`config.mk`:
```
export PLATFORM = sky130hd
export DESIGN_NAME = fd_skid_pipe_reg
export DESIGN_NICKNAME = d
export VERILOG_FILES = /design/src/rtl/pipe_pkg.sv /design/src/rtl/skid_fifo.sv /design/src/rtl/fd_skid_pipe_reg.sv
export SDC_FILE = /design/constraint.sdc
export NUM_CORES = 1
export LEC_CHECK = 0
export CAP_MARGIN = 20
export CORE_MARGIN = 2
export CORE_UTILIZATION = 52
export DETAILED_ROUTE_END_ITERATION = 16
export GPL_TIMING_DRIVEN = 0
export PLACE_DENSITY = 0.8
export SYNTH_ARGS = -nofsm -noshare
export SYNTH_HDL_FRONTEND = slang
export SYNTH_SLANG_ARGS = --single-unit
```
`constraint.sdc`:
```
create_clock -name CLK -period 6.95 [get_ports CLK]
set_clock_uncertainty 0.2 [all_clocks]
set_input_delay 2.085 -clock CLK [delete_from_list [all_inputs] [get_ports CLK]]
set_output_delay 2.085 -clock CLK [all_outputs]
set_load 0.01 [all_outputs]
```
`src/rtl/pipe_pkg.sv`:
```
// Shared types and helpers for the pipeline registers between core stages.
// The default payload layout matches a 32-bit instruction and 32-bit address core.
package pipe_pkg;

    localparam int unsigned INSTR_W_DEF = 32;
    localparam int unsigned ADDR_W_DEF  = 32;

    // Instruction value shown to a stage that holds no real instruction.
    localparam logic [31:0] BUBBLE_INSTR = 32'h0000_0000;

    typedef struct packed {
        logic [INSTR_W_DEF-1:0] instr;
        logic [ADDR_W_DEF-1:0]  pc;
        logic [ADDR_W_DEF-1:0]  pcplus4;
    } fd_payload_t;

    // Bits needed to hold an occupancy of 0..depth.
    function automatic int unsigned cnt_width(input int unsigned depth);
        return $clog2(depth + 1);
    endfunction

    // Bits needed to index 0..depth-1; at least one so a single-entry FIFO still has a pointer.
    function automatic int unsigned ptr_width(input int unsigned depth);
        return (depth > 1) ? $clog2(depth) : 1;
    endfunction

endpackage

```
`src/rtl/skid_fifo.sv`:
```
// Small circular FIFO absorbing fetches while the consumer is stalled.
// Pointers wrap modulo DEPTH, so DEPTH does not have to be a power of two.
module skid_fifo
    import pipe_pkg::*;
#(
    parameter int unsigned DEPTH     = 2,
    parameter type         payload_t = fd_payload_t
) (
    input  logic                          clk_i,
    input  logic                          rst_ni,
    input  logic                          clear_i,
    input  logic                          push_i,
    input  logic                          pop_i,
    input  payload_t                      data_i,
    output logic                          full_o,
    output logic                          empty_o,
    output logic [cnt_width(DEPTH)-1:0]   count_o,
    output payload_t                      head_o
);

    localparam int unsigned PtrW = ptr_width(DEPTH);
    localparam int unsigned CntW = cnt_width(DEPTH);
    localparam logic [PtrW-1:0] LastPtr  = PtrW'(DEPTH - 1);
    localparam logic [CntW-1:0] DepthCnt = CntW'(DEPTH);

    payload_t mem_q [DEPTH];

    logic [PtrW-1:0] wr_ptr_q, wr_ptr_d;
    logic [PtrW-1:0] rd_ptr_q, rd_ptr_d;
    logic [CntW-1:0] cnt_q, cnt_d;
    logic            do_push, do_pop;

    function automatic logic [PtrW-1:0] inc_ptr(input logic [PtrW-1:0] ptr);
        return (ptr == LastPtr) ? '0 : ptr + 1'b1;
    endfunction

    assign full_o  = (cnt_q == DepthCnt);
    assign empty_o = (cnt_q == '0);
    assign count_o = cnt_q;
    assign head_o  = mem_q[rd_ptr_q];

    assign do_pop  = pop_i & ~empty_o;
    // A push into a full FIFO is only safe when the head leaves on the same edge.
    assign do_push = push_i & (~full_o | do_pop);

    always_comb begin
        wr_ptr_d = wr_ptr_q;
        rd_ptr_d = rd_ptr_q;
        cnt_d    = cnt_q;
        if (clear_i) begin
            wr_ptr_d = '0;
            rd_ptr_d = '0;
            cnt_d    = '0;
        end else begin
            if (do_push) begin
                wr_ptr_d = inc_ptr(wr_ptr_q);
            end
            if (do_pop) begin
                rd_ptr_d = inc_ptr(rd_ptr_q);
            end
            unique case ({do_push, do_pop})
                2'b10:   cnt_d = cnt_q + 1'b1;
                2'b01:   cnt_d = cnt_q - 1'b1;
                default: cnt_d = cnt_q;
            endcase
        end
    end

    always_ff @(negedge clk_i or negedge rst_ni) begin
        if (!rst_ni) begin
            wr_ptr_q <= '0;
            rd_ptr_q <= '0;
            cnt_q    <= '0;
        end else begin
            wr_ptr_q <= wr_ptr_d;
            rd_ptr_q <= rd_ptr_d;
            cnt_q    <= cnt_d;
        end
    end

    // Storage needs no reset: an entry is only visible once the count covers it.
    always_ff @(negedge clk_i) begin
        if (do_push && !clear_i) begin
            mem_q[wr_ptr_q] <= data_i;
        end
    end

endmodule

```
`src/rtl/fd_skid_pipe_reg.sv`:
```
// Fetch-to-decode pipeline register with a skid FIFO, flush-to-bubble and valid tracking.
// Fetch sees ReadyF instead of a hard stall; decode sees instructions strictly in fetch order.
module fd_skid_pipe_reg
    import pipe_pkg::*;
#(
    parameter int unsigned         INSTR_W = 32,
    parameter int unsigned         ADDR_W  = 32,
    parameter int unsigned         DEPTH   = 2,
    parameter logic [INSTR_W-1:0]  BUBBLE  = INSTR_W'(BUBBLE_INSTR)
) (
    input  logic                         CLK,
    input  logic                         CLR_N,
    input  logic                         StallD,
    input  logic                         FlushD,
    input  logic                         ValidF,
    input  logic [INSTR_W-1:0]           InstrF,
    input  logic [ADDR_W-1:0]            PCF,
    input  logic [ADDR_W-1:0]            PCPlus4F,
    output logic                         ReadyF,
    output logic [INSTR_W-1:0]           InstrD,
    output logic [ADDR_W-1:0]            PCD,
    output logic [ADDR_W-1:0]            PCPlus4D,
    output logic                         ValidD,
    output logic [cnt_width(DEPTH)-1:0]  SkidCnt
);

    typedef struct packed {
        logic [INSTR_W-1:0] instr;
        logic [ADDR_W-1:0]  pc;
        logic [ADDR_W-1:0]  pcplus4;
    } payload_t;

    localparam payload_t BubblePayload = '{instr: BUBBLE, pc: '0, pcplus4: '0};

    payload_t out_q, out_d;
    logic     valid_q, valid_d;
    logic     rdy_en_q;

    payload_t                    fetch_pl;
    payload_t                    fifo_head;
    logic                        fifo_push, fifo_pop, fifo_clear;
    logic                        fifo_full, fifo_empty;
    logic [cnt_width(DEPTH)-1:0] fifo_cnt;
    logic                        accept;

    assign fetch_pl = '{instr: InstrF, pc: PCF, pcplus4: PCPlus4F};

    // Ready depends only on registered state, keeping StallD/FlushD off the fetch timing path.
    assign ReadyF = rdy_en_q & ~fifo_full;
    assign accept = ValidF & ReadyF & ~FlushD;

    skid_fifo #(
        .DEPTH     (DEPTH),
        .payload_t (payload_t)
    ) u_skid_fifo (
        .clk_i   (CLK),
        .rst_ni  (CLR_N),
        .clear_i (fifo_clear),
        .push_i  (fifo_push),
        .pop_i   (fifo_pop),
        .data_i  (fetch_pl),
        .full_o  (fifo_full),
        .empty_o (fifo_empty),
        .count_o (fifo_cnt),
        .head_o  (fifo_head)
    );

    always_comb begin
        out_d      = out_q;
        valid_d    = valid_q;
        fifo_push  = 1'b0;
        fifo_pop   = 1'b0;
        fifo_clear = 1'b0;
        if (FlushD) begin
            fifo_clear = 1'b1;
            out_d      = BubblePayload;
            valid_d    = 1'b0;
        end else if (!StallD) begin
            if (!fifo_empty) begin
                // Older skid entries always drain ahead of the fetch currently offered.
                out_d     = fifo_head;
                valid_d   = 1'b1;
                fifo_pop  = 1'b1;
                fifo_push = accept;
            end else if (accept) begin
                out_d   = fetch_pl;
                valid_d = 1'b1;
            end else begin
                out_d   = BubblePayload;
                valid_d = 1'b0;
            end
        end else begin
            fifo_push = accept;
        end
    end

    always_ff @(negedge CLK or negedge CLR_N) begin
        if (!CLR_N) begin
            out_q    <= BubblePayload;
            valid_q  <= 1'b0;
            rdy_en_q <= 1'b0;
        end else begin
            out_q    <= out_d;
            valid_q  <= valid_d;
            rdy_en_q <= 1'b1;
        end
    end

    assign InstrD   = out_q.instr;
    assign PCD      = out_q.pc;
    assign PCPlus4D = out_q.pcplus4;
    assign ValidD   = valid_q;
    assign SkidCnt  = fifo_cnt;

endmodule

```
# == Word level (Yosys, flattened, before mapping) ==
# Memories as Yosys holds them, arrays and structs flattened.
# Cells that the tools add are included.
# totals
mem_count,1
latch_bits,0
ram_bits,192
word_cells,57
reg_bits,102
romBits,0
inputBits,101
# mem_list
memory,words,width,read_ports,rd_ports_with_merged_regs,write_ports,line_no,source
u_skid_fifo.mem_q,2,96,1,0,1,skid_fifo.sv:26,payload_t mem_q [DEPTH];
# op_classes
shifts,0
n_div,0
n_reduce_logical,6
eq_ne,4
bitwise,9
addsub,4
mux,25
n_lt_le_gt_ge,0
multipliers,0
# ops
cell,count
96-bit 2-to-1 mux,4
1-bit 2-to-1 mux,19
1-bit AND,5
2-bit == test (second input constant),2
2-bit case mux with 2 select lines,1
2-bit nonzero test,2
1-bit inverter,3
3-bit nonzero test,1
1-bit adder (second input constant),2
2-bit by 1-bit adder with 2-bit output (second input constant),1
2-bit by 1-bit == test with 1-bit output (second input constant),1
2-bit logical NOT,1
2-bit 2-to-1 mux,1
2-bit by 1-bit inequality test with 1-bit output (second input constant),1
2-bit by 1-bit subtractor with 2-bit output (second input constant),1
1-bit logical AND,1
1-bit logical NOT,1
1-bit OR,1

# == Depth between registers and ports, before layout ==
# Gate-level depths: netlist (run 1).
# depth
depth_word,12
depth_mapped,6
depth_no_buf,3

# == By module ==
# From an unflattened synthesis (run 1), not the netlist that was laid out.
# hier_totals
hier_cells,656
area_unflattened_um2,11472.3
# by_module_without_submodules
mod,area_each_um2,n_inst,cells_each
skid_fifo,7193.1,1,325
fd_skid_pipe_reg,4279.1,1,331

==> reports/results.ini, run 1 <==
[global_route]
grt_pass1_vias = 8220
grt_max_degree = 60
antenna_found_initial = 2
grt_usage_pct = 23.8
grt_overflow = 0
grt_pass1_wl_mm = 42.4

[worst_setup_path]
ff2ff_path_depth = 6
cp-end-kind = output pin
max_stage_delay_ns = 0.41
crit_chain = clkbuf_8 > nor2b_4 > nor2b_1 > buf_2
r2r_start = u_skid_fifo.count_o[0]
path_class = reg2out
required_ns = 4.66
crit_fanout = 2
crit_arrival_ns = 4.87
rr_endpoint = PCPlus4D[28]
cpLargestDelayFamily = flip-flops
crit_slowest_cell = dfrtn_1
critPathLaunchType = register
rrSetupSlack_ns = 4.47
path_buf_inv = 2

[final_layout]
layout-drive-gt1-share_pct = 19.7
finalCoreUtilization_pct = 72.2
nNetsFinal = 1235
syn2layout_area_growth_pct = 36.3
fillers = 1406

[run_status]
violations = setup timing
status = finished, violations left

[placed_design]
gp_congestion = 0.772
place_ws_ns = -1.17
hpwl_mm = 17.0
portBuffers = 200

[cts]
clk_latency_ns = 0.61
cts_inserted_buffers = 30
clk_path_buf_depth = 3
cts.clk_slew.worst_paths_ns = 0.05
cts.sink_count = 294
root_buffer = clkbuf_16
htree_levels = 1
cts_hold_buf = 0
cts_tree = done

[drt]
via_count = 7909
viasPerCell = 5.52
drt-pass1-iter-count = 5
antenna_left = 0
drt_iter0_drc = 545
routed_wl_mm = 27.4
wl_per_cell_um = 19.1
drc = 0

[floorplanning]
rows = 53
die-width_um = 151
core_area_um2 = 21100
start_util_pct = 53.0
io_pins = 201
die_area_um2 = 22700
fp.dieH_um = 151

[worst_hold_path]
hold_start = PCPlus4D[23]
hold_path_depth = 1
whs_endpoint = PCPlus4D[23]
hp-class = reg2reg

[power_and_ir_drop]
vdd.ir_drop.worst_mv = 0.268
p_seq_share_pct = 46.1
p_clk_share_pct = 47.8
leakage_nw = 6.65
p_int_mw = 3.11
power_mw = 4.20
power_density_nw_per_um2 = 276
switching_power_mw = 1.09
combPwrFrac_pct = 6.1
switching_share_pct = 26.0

[synth]
yosysTopAreaCell = edfxtp_1
yosysMostFrequentCell = edfxtp_1
synth_commonest_cells = 192 x edfxtp_1, 102 x dfrtn_1, 98 x mux2i_1, 96 x a221o_1, 96 x nor3_1
synth_top_cell_area_share_pct = 51.6
syn_inst = 670
syn-cell-area_um2 = 11200
avgSynthCellArea_um2 = 16.7
synth_ff_type = edfxtp_1
synth_nets = 771
synth_edf_count = 192
synth_area_leaders = edfxtp_1 52%, dfrtn_1 23%, mux2i_1 8.8%
ys_seq_elements = 294
async_reset_ff_share_pct = 34.7
yosys.cell_types.count = 28
ys_seq_area_share_pct = 74.4
yosysWarnings = 0

[timing]
rsz0062_at_grt = true
worst_slew_margin_rel_pct = 43.4
setup-violations-final = 1
worstMarginPinSlew_ns = 0.848
hold_viol_final = 0
setup_ws_ns = -0.209
drv_slew = 0

[run]
cap_violations = 0

[per-stage QoR]
step                      TNS, ns  area, um^2  hold slack (ns)  std cells
after global routing       -0.268       15200            0.270       1434
after global placement    -984.52       13600            0.245       1145
after CTS                  -0.218       15300            0.263       1425
after detailed placement  -261.79       13700            0.258       1152
after floorplan           -201.45       11200            0.233        670
final                      -0.209       15200            0.255       1434
[power by group through the flow]
stage               sequential [mW]  combinational [mW]  clock [mW]
finish                         1.94               0.256        2.01
global route                   1.94               0.275        2.19
CTS                            1.94               0.259        2.03
detailed placement             1.96               0.264       0.164
global placement               1.96               0.253       0.164
floorplan                      1.97              0.0878       0.164
[sequential cells by signal, indices dropped and copies added, names as in the netlist]
signal                cells
u_skid_fifo.mem_q       192
InstrD                   32
PCD                      32
PCPlus4D                 32
u_skid_fifo.count_o       2
ValidD                    1
rdy_en_q                  1
u_skid_fifo.rd_ptr_q      1
u_skid_fifo.wr_ptr_q      1
[final cells by class]
class | count | area, um^2 | share of cell area, %
diodes | 1 | 2.50 | 0.0164
plain buffers | 56 | 337 | 2.21
inverters | 1 | 3.75 | 0.0246
clock inverters | 209 | 866 | 5.68
well taps | 275 | 344 | 2.26
multi-input cells | 318 | 2640 | 17.3
flip-flops and latches | 294 | 8320 | 54.6
repair buffers | 241 | 1880 | 12.4
clock buffers | 39 | 836 | 5.49
[cells by family (layout without fill, tap and decap cells)]
kind of cell,after synthesis,in the layout,share of synthesized area [%]
AOI/OAI and AO/OA,105,105,9.07
buffers and inverters,58,546,2.32
DFF,294,294,74.4
muxes,98,98,8.78
other,1,2,0.0336
and+or+nand+nor,114,114,5.38
[what timing repair did]
action / 4_1_cts / 5_1_grt
cloned: 0 / 0
setup endpoints to repair: 379 / 79
resized for setup: 403 / 28
pin swaps: 3 / 0
buffers inserted: 28 / 8
[worst max path at each step]
| stage | start | end | slack [ns] | cells after the start |
|---|---|---|---|---|
| after global routing | u_skid_fifo.count_o[1] | ReadyF | -0.26 | 4 |
| after CTS | u_skid_fifo.count_o[1] | ReadyF | -0.22 | 4 |
| after detailed placement | FlushD | InstrD[23] | -1.17 | 6 |
| after floorplan | StallD | u_skid_fifo.mem_q[0][0] | -1.06 | 4 |
| after global placement | CLR_N | PCD[22] | -4.02 | 1 |
| final | u_skid_fifo.count_o[1] | ReadyF | -0.21 | 4 |
[cells in the final DEF (no fill, tap or decap), drive strengths merged, types with 3 or more instances in the layout]
cell type and n:
clkinvlp 5, clkdlybuf4s50 97, nor2b 4, a221o 96
nor2 3, edfxtp 192, clkinv 6, nor3 96
dfrtn 102, clkbuf 75, mux2i 98, buf 162
a21oi 3, inv 197
[routing by layer]
| layer | global-route usage (%) | wire, um | vias to the layer above |
|---|---|---|---|
| met5 | 0 | 13 | - |
| met3 | 6.24 | 2250 | 47 |
| met2 | 40.7 | 13700 | 280 |
| met4 | 6.26 | 534 | 2 |
| met1 | 30.6 | 10900 | 3941 |
| li1 | - | - | 3639 |
Power figures use the tool's default switching activity.
==> inputs of run 2 (changes only) <==
- ABC_CLOCK_PERIOD_IN_PS: not set -> 6950
- CELL_PAD_IN_SITES_DETAIL_PLACEMENT: not set -> 1
- CELL_PAD_IN_SITES_GLOBAL_PLACEMENT: not set -> 2
- CORE_UTILIZATION: 52 -> 38
- PLACE_DENSITY: 0.8 -> 0.81
==> run 2 against run 1 <==
The run still ends with setup timing left. Critical path depth stayed put. Worst hold slack worse by 0.0021 ns. Sequential cell count stayed put. First-iteration DRC count is 28% lower. Highest routed layer unchanged. Non-clock buffer count is 11 higher. Clock power is 3% higher. Utilization is 18 points lower. Die area is 36% higher. Sequential share of layout area is 1.0 points lower. Via count is 0.18% higher. Register-to-register slack worse by 0.22 ns. Critical path type unchanged. Cell area is 2.0% higher.
==> reports/results.ini, run 2 (same netlist as run 1, synthesis figures left out) <==
[worst_setup_path]
cp-end-kind = output pin
path_buf_inv = 2  ; unchanged
crit_chain = clkbuf_8 > nor2b_4 > nor2b_1 > buf_4
critPathLaunchType = register
required_ns = 4.66  ; about the same
crit_slowest_cell = dfrtn_1
path_class = reg2out
crit_fanout = 2  ; unchanged
crit_arrival_ns = 4.88  ; about the same
max_stage_delay_ns = 0.43  ; +0.02 ns
cpLargestDelayFamily = flip-flops

[cts]
root_buffer = clkbuf_16
cts.clk_slew.worst_paths_ns = 0.05  ; about the same
cts_tree = done
clk_latency_ns = 0.62  ; about the same
clk_path_buf_depth = 3  ; unchanged
cts_hold_buf = 0  ; unchanged
cts_inserted_buffers = 31  ; +3.3%
htree_levels = 1  ; unchanged
cts.sink_count = 294  ; unchanged

[timing]
rsz0062_at_grt = true
hold_slack_ns = 0.253  ; -0.00205 ns
worstMarginPinSlew_ns = 0.819  ; -0.0298 ns
hold_viol_final = 0  ; unchanged
setup-violations-final = 2  ; +1
drv_slew = 0  ; unchanged
setup_ws_ns = -0.219  ; -0.00945 ns
worst_slew_margin_rel_pct = 45.4  ; +2.0 points

[power_and_ir_drop]
power_density_nw_per_um2 = 275  ; -0.10%
leakage_nw = 6.74  ; +1.3%
vdd.ir_drop.worst_mv = 0.156  ; -42%

[placed_design]
dp_cells = 1261  ; +9.5%
place_ws_ns = -1.37  ; -0.193 ns
gp_congestion = 0.731  ; -5.3%
hpwl_mm = 19.1  ; +12%
portBuffers = 200  ; unchanged
dpl_cell_area_um2 = 13900  ; +1.0%

[drt]
drt-pass1-iter-count = 6  ; +1
antenna_left = 0  ; unchanged
drc = 0  ; unchanged
drt_iter0_drc = 392  ; -28%
wl_per_cell_um = 20.2  ; +5.5%
viasPerCell = 5.10  ; -7.6%
via_count = 7923  ; +0.18%
routed_wl_mm = 31.4  ; +14%

[final_layout]
nNetsFinal = 1247  ; +0.97%
top_register = u_skid_fifo.mem_q
largest_reg_flops = 192  ; unchanged
fin_area_um2 = 15500  ; +2.0%
final_cells = 1555  ; +8.4%
layout_commonest_cell = inv_1
finalCoreUtilization_pct = 53.8  ; -18 points
layout-drive-gt1-share_pct = 20.8  ; +1.1 points
syn2layout_area_growth_pct = 38.9
final_cell_mix = 195 x inv_1, 192 x edfxtp_1, 103 x buf_2

[global_route]
busiest_layer = met2
antenna_found_initial = 2  ; unchanged
grt_overflow = 0  ; unchanged
grtUsageMet1_pct = 26.0  ; -4.6 points
grt_usage_pct = 20.1  ; -3.7 points
grt_max_degree = 59  ; -1.7%
grt_pass1_wl_mm = 48.7  ; +15%
grt_pass1_vias = 8646  ; +5.2%
grtUsageMet3_pct = 5.04  ; -1.2 points
met2_usage_pct = 34.5  ; -6.2 points

[run_status]
violations = setup timing
status = finished, violations left

[floorplanning]
fp.dieH_um = 176  ; +17%
core_area_um2 = 28900  ; +37%
rows = 62  ; +17%
io_pins = 201  ; unchanged
die-width_um = 176  ; +17%
die_area_um2 = 30800  ; +36%
start_util_pct = 38.7  ; -14 points

[worst_hold_path]
hp-class = reg2reg

[run]
cap_violations = 0  ; unchanged

==> run 2: cell types whose count changed in the layout (fill, tap and decap cells not counted), sizes merged <==
cell           before  now
bufinv              2    1
dlygate4sd2         1    2
clkdlybuf4s15       1    6
clkbuf             75   77
inv               197  195
buf               162  167
clkinvlp            5    4
clkinv              6    9
==> run 2: final timing paths <==
kind                                         from            to  slack (ns)  cells after the start
min                                       PCD[23]       PCD[23]        0.25                      1
max reg2reg                u_skid_fifo.count_o[1]     InstrD[7]        4.25                      7
min reg2reg                               PCD[23]       PCD[23]        0.25                      1
max                        u_skid_fifo.count_o[0]        ReadyF       -0.22                      4
max in group asynchronous                   CLR_N  PCPlus4D[22]        1.18                      2
min in group asynchronous                   CLR_N    InstrD[25]        4.63                      1
==> run 2: repair_timing <==
item / 4_1_cts / 5_1_grt
endpoints found under the setup margin: 388 / 38
pin swaps: 3 / 0
gates resized for setup: 407 / 19
buffers inserted: 34 / 13
==> run 2: report_power, final <==
group          internal [mW]  switching (mW)  leakage (nW)  total [mW]
registers               1.92          0.0168          3.14        1.94
logic                  0.122           0.143          2.08       0.265
clock network           1.09           0.984          1.52        2.08
total                   3.13            1.14          6.74        4.28
==> run 2: through the flow <==
| stage | total power, mW | setup TNS (ns) |
|---|---|---|
| after floorplan | 2.22 | -201.45 |
| after global placement | 2.39 | -1046.91 |
| after detailed placement | 2.40 | -296.14 |
| after CTS | 4.32 | -0.359 |
| after global routing | 4.49 | -0.525 |
| final | 4.28 | -0.313 |
==> run 2: area by class of cell <==
class / instances / area (um^2)
flip-flops and latches: 294 / 8320
diodes: 1 / 2.50
clock buffers: 41 / 905
inverters: 1 / 3.75
well taps: 384 / 480
clock inverters: 208 / 825
plain buffers: 56 / 329
multi-input cells: 318 / 2640
fillers: 2952 / 13300
repair buffers: 252 / 2020
==> run 2: layer usage <==
metal,wire [um],vias up
met2,15500,204
met5,11,-
met3,2160,54
li1,-,3654
met1,13100,4009
met4,594,2
==> inputs of run 3 (changes only) <==
- CTS_CLUSTER_SIZE: not set -> 8
- GPL_TIMING_DRIVEN: 0 -> not set
- REMOVE_ABC_BUFFERS: not set -> 1
==> run 3 against run 2 <==
The run still ends with setup timing left. Non-clock buffer count fell by 27. Die area did not move. Critical path depth fell by 1. Sequential share of layout area fell by 1.5 points. Via count did not move. Power rose by 9.4%. Setup slack improved by 0.13 ns. Register-to-register slack got worse by 0.41 ns. Cell area rose by 2.9%. Largest cell class unchanged. Highest routed layer unchanged.
==> reports/results.ini, run 3 (same netlist as run 1, synthesis figures left out) <==
[worst_setup_path]
ff2ff_path_depth = 6  ; -1
cp-end-kind = output pin
max_stage_delay_ns = 0.45  ; +0.02 ns
crit_arrival_ns = 4.76  ; -0.12 ns
crit_chain = nor2b_4 > nor2b_4 > buf_6
worst-path-stages = 3  ; -1
rrSetupSlack_ns = 3.84  ; -0.41 ns
cpLargestDelayFamily = flip-flops
path_class = reg2out
crit_slowest_cell = dfrtn_1
r2r_start = u_skid_fifo.count_o[0]
critPathLaunchType = register
crit_fanout = 2  ; unchanged
rr_endpoint = PCPlus4D[5]
required_ns = 4.66  ; about the same
path_buf_inv = 1  ; -1
cp_common_cell = nor2b_4

[timing]
hold_viol_final = 0  ; unchanged
setup-violations-final = 3  ; +1
rsz0062_at_grt = true
worstMarginPinSlew_ns = 0.943  ; +0.125 ns
setup_ws_ns = -0.0923  ; +0.127 ns
drv_slew = 0  ; unchanged
worst_slew_margin_rel_pct = 37.0  ; -8.5 points

[final_layout]
fin_area_um2 = 16000  ; +2.9%
top_register = u_skid_fifo.mem_q
nNetsFinal = 1231  ; -1.3%
largest_reg_flops = 192  ; unchanged
fillers = 2885  ; -2.3%
layout_commonest_cell = inv_1
layout-drive-gt1-share_pct = 20.9  ; +0.093 points
syn2layout_area_growth_pct = 42.9
final_cell_mix = 193 x inv_1, 192 x edfxtp_1, 102 x dfrtn_1

[placed_design]
hpwl_mm = 18.0  ; -5.6%
gp_congestion = 0.734  ; +0.34%
dpl_cell_area_um2 = 14000  ; +0.81%
place_ws_ns = -0.631  ; +0.736 ns
portBuffers = 200  ; unchanged

[floorplanning]
fp.dieH_um = 176  ; unchanged
start_util_pct = 38.7  ; unchanged
rows = 62  ; unchanged
core_area_um2 = 28900  ; unchanged
die-width_um = 176  ; unchanged
io_pins = 201  ; unchanged
die_area_um2 = 30800  ; unchanged

[cts]
cts.sink_count = 294  ; unchanged
cts_tree = done
htree_levels = 2  ; +1
clk_latency_ns = 0.60  ; -0.02 ns
cts.clk_slew.worst_paths_ns = 0.04  ; about the same
clk_path_buf_depth = 3  ; unchanged
cts_hold_buf = 0  ; unchanged
root_buffer = clkbuf_16
cts_inserted_buffers = 42  ; +35%

[drt]
viasPerCell = 5.12  ; +0.58%
drt-pass1-iter-count = 5  ; -1
routed_wl_mm = 31.3  ; -0.16%
drc = 0  ; unchanged
antenna_left = 0  ; unchanged
drt_iter0_drc = 364  ; -7.1%
via_count = 7923  ; unchanged
wl_per_cell_um = 20.3  ; +0.42%

[global_route]
grt_max_degree = 103  ; +75%
grt_pass1_vias = 8582  ; -0.74%
grt_pass1_wl_mm = 48.1  ; -1.3%
antenna_found_initial = 3  ; +1
grt_usage_pct = 20.0  ; -0.13 points
grt_overflow = 0  ; unchanged

[power_and_ir_drop]
power_density_nw_per_um2 = 293  ; +6.3%
vdd.ir_drop.worst_mv = 0.158  ; +1.1%
power_mw = 4.68  ; +9.4%
leakage_nw = 6.87  ; +2.0%

[run]
cap_violations = 0  ; unchanged

[worst_hold_path]
hold_path_depth = 1  ; unchanged
whs_endpoint = InstrD[21]
hold_start = InstrD[21]
hp-class = reg2reg

[run_status]
violations = setup timing
status = finished, violations left

==> run 3: cell types whose count changed in the layout (fill, tap and decap cells not counted), moves of 5 or more <==
| cell | delta |
|---|---|
| clkbuf_16 | +14 |
| buf_2 | -42 |
| clkdlybuf4s15_2 | +5 |
| clkbuf_8 | -10 |
| buf_12 | +13 |
| bufinv_8 | +5 |
| clkbuf_2 | +17 |
==> run 3: worst max path at each step <==
| stage | start | to | slack, ns |
|---|---|---|---|
| after global placement | FlushD | u_skid_fifo.mem_q[0][21] | -0.62 |
| after detailed placement | StallD | u_skid_fifo.mem_q[0][67] | -0.63 |
| after global routing | u_skid_fifo.count_o[0] | ReadyF | -0.14 |
| after floorplan | FlushD | u_skid_fifo.mem_q[0][0] | -3.73 |
| after CTS | u_skid_fifo.count_o[0] | ReadyF | -0.11 |
| final | u_skid_fifo.count_o[0] | ReadyF | -0.09 |
==> run 3: per-stage QoR <==
stage | util (%) | setup TNS [ns] | hold WS (ns) | cells
6_report | 55.4 | -0.139 | 0.254 | 1546
5_1_grt | 55.4 | -0.324 | 0.272 | 1545
4_1_cts | 55.5 | -0.214 | 0.262 | 1521
3_5_place_dp | 48.4 | -160.87 | 0.262 | 1240
3_3_place_gp | 48.4 | -153.23 | 0.255 | 1240
2_1_floorplan | - | -979.29 | 0.199 | 614
==> run 3: final cells by class <==
cell class              count  area, um^2  share of cell area [%]
diodes                      2        5.00                  0.0313
clock buffers              66        1200                    7.54
clock inverters           200         821                    5.14
inverters                   1        3.75                  0.0235
multi-input cells         318        2650                    16.6
flip-flops and latches    294        8320                    52.1
well taps                 384         480                    3.01
repair buffers            281        2490                    15.6
==> run 3: metal layers <==
| layer | vias to the layer above | share of wire, % | track usage (%) |
|---|---|---|---|
| met5 | - | 0.042 | 0 |
| met4 | 2 | 2.1 | 6.40 |
| met3 | 53 | 6.0 | 4.96 |
| met2 | 250 | 51 | 33.6 |
| met1 | 3990 | 41 | 25.5 |
| li1 | 3628 | - | - |
==> run 3: what timing repair did <==
item,in CTS,in global routing
pin swaps,1,3
setup endpoints to repair,212,170
resized for setup,326,54
gates cloned,0,2
buffers inserted,17,21
==> run 3: report_power, final <==
group	total (mW)	internal [mW]	switching [mW]
sequential	1.94	1.92	0.0179
combinational	0.272	0.130	0.143
clock	2.47	1.42	1.04
==> run 3: worst reg2reg max path: stages, from the launching register on <==
cell and delay (ns):
dfrtn_1 0.37, buf_4 0.15, buf_4 0.17, nor2_4 0.71, buf_4 0.75, nor3_1 0.26
a221o_1 0.34
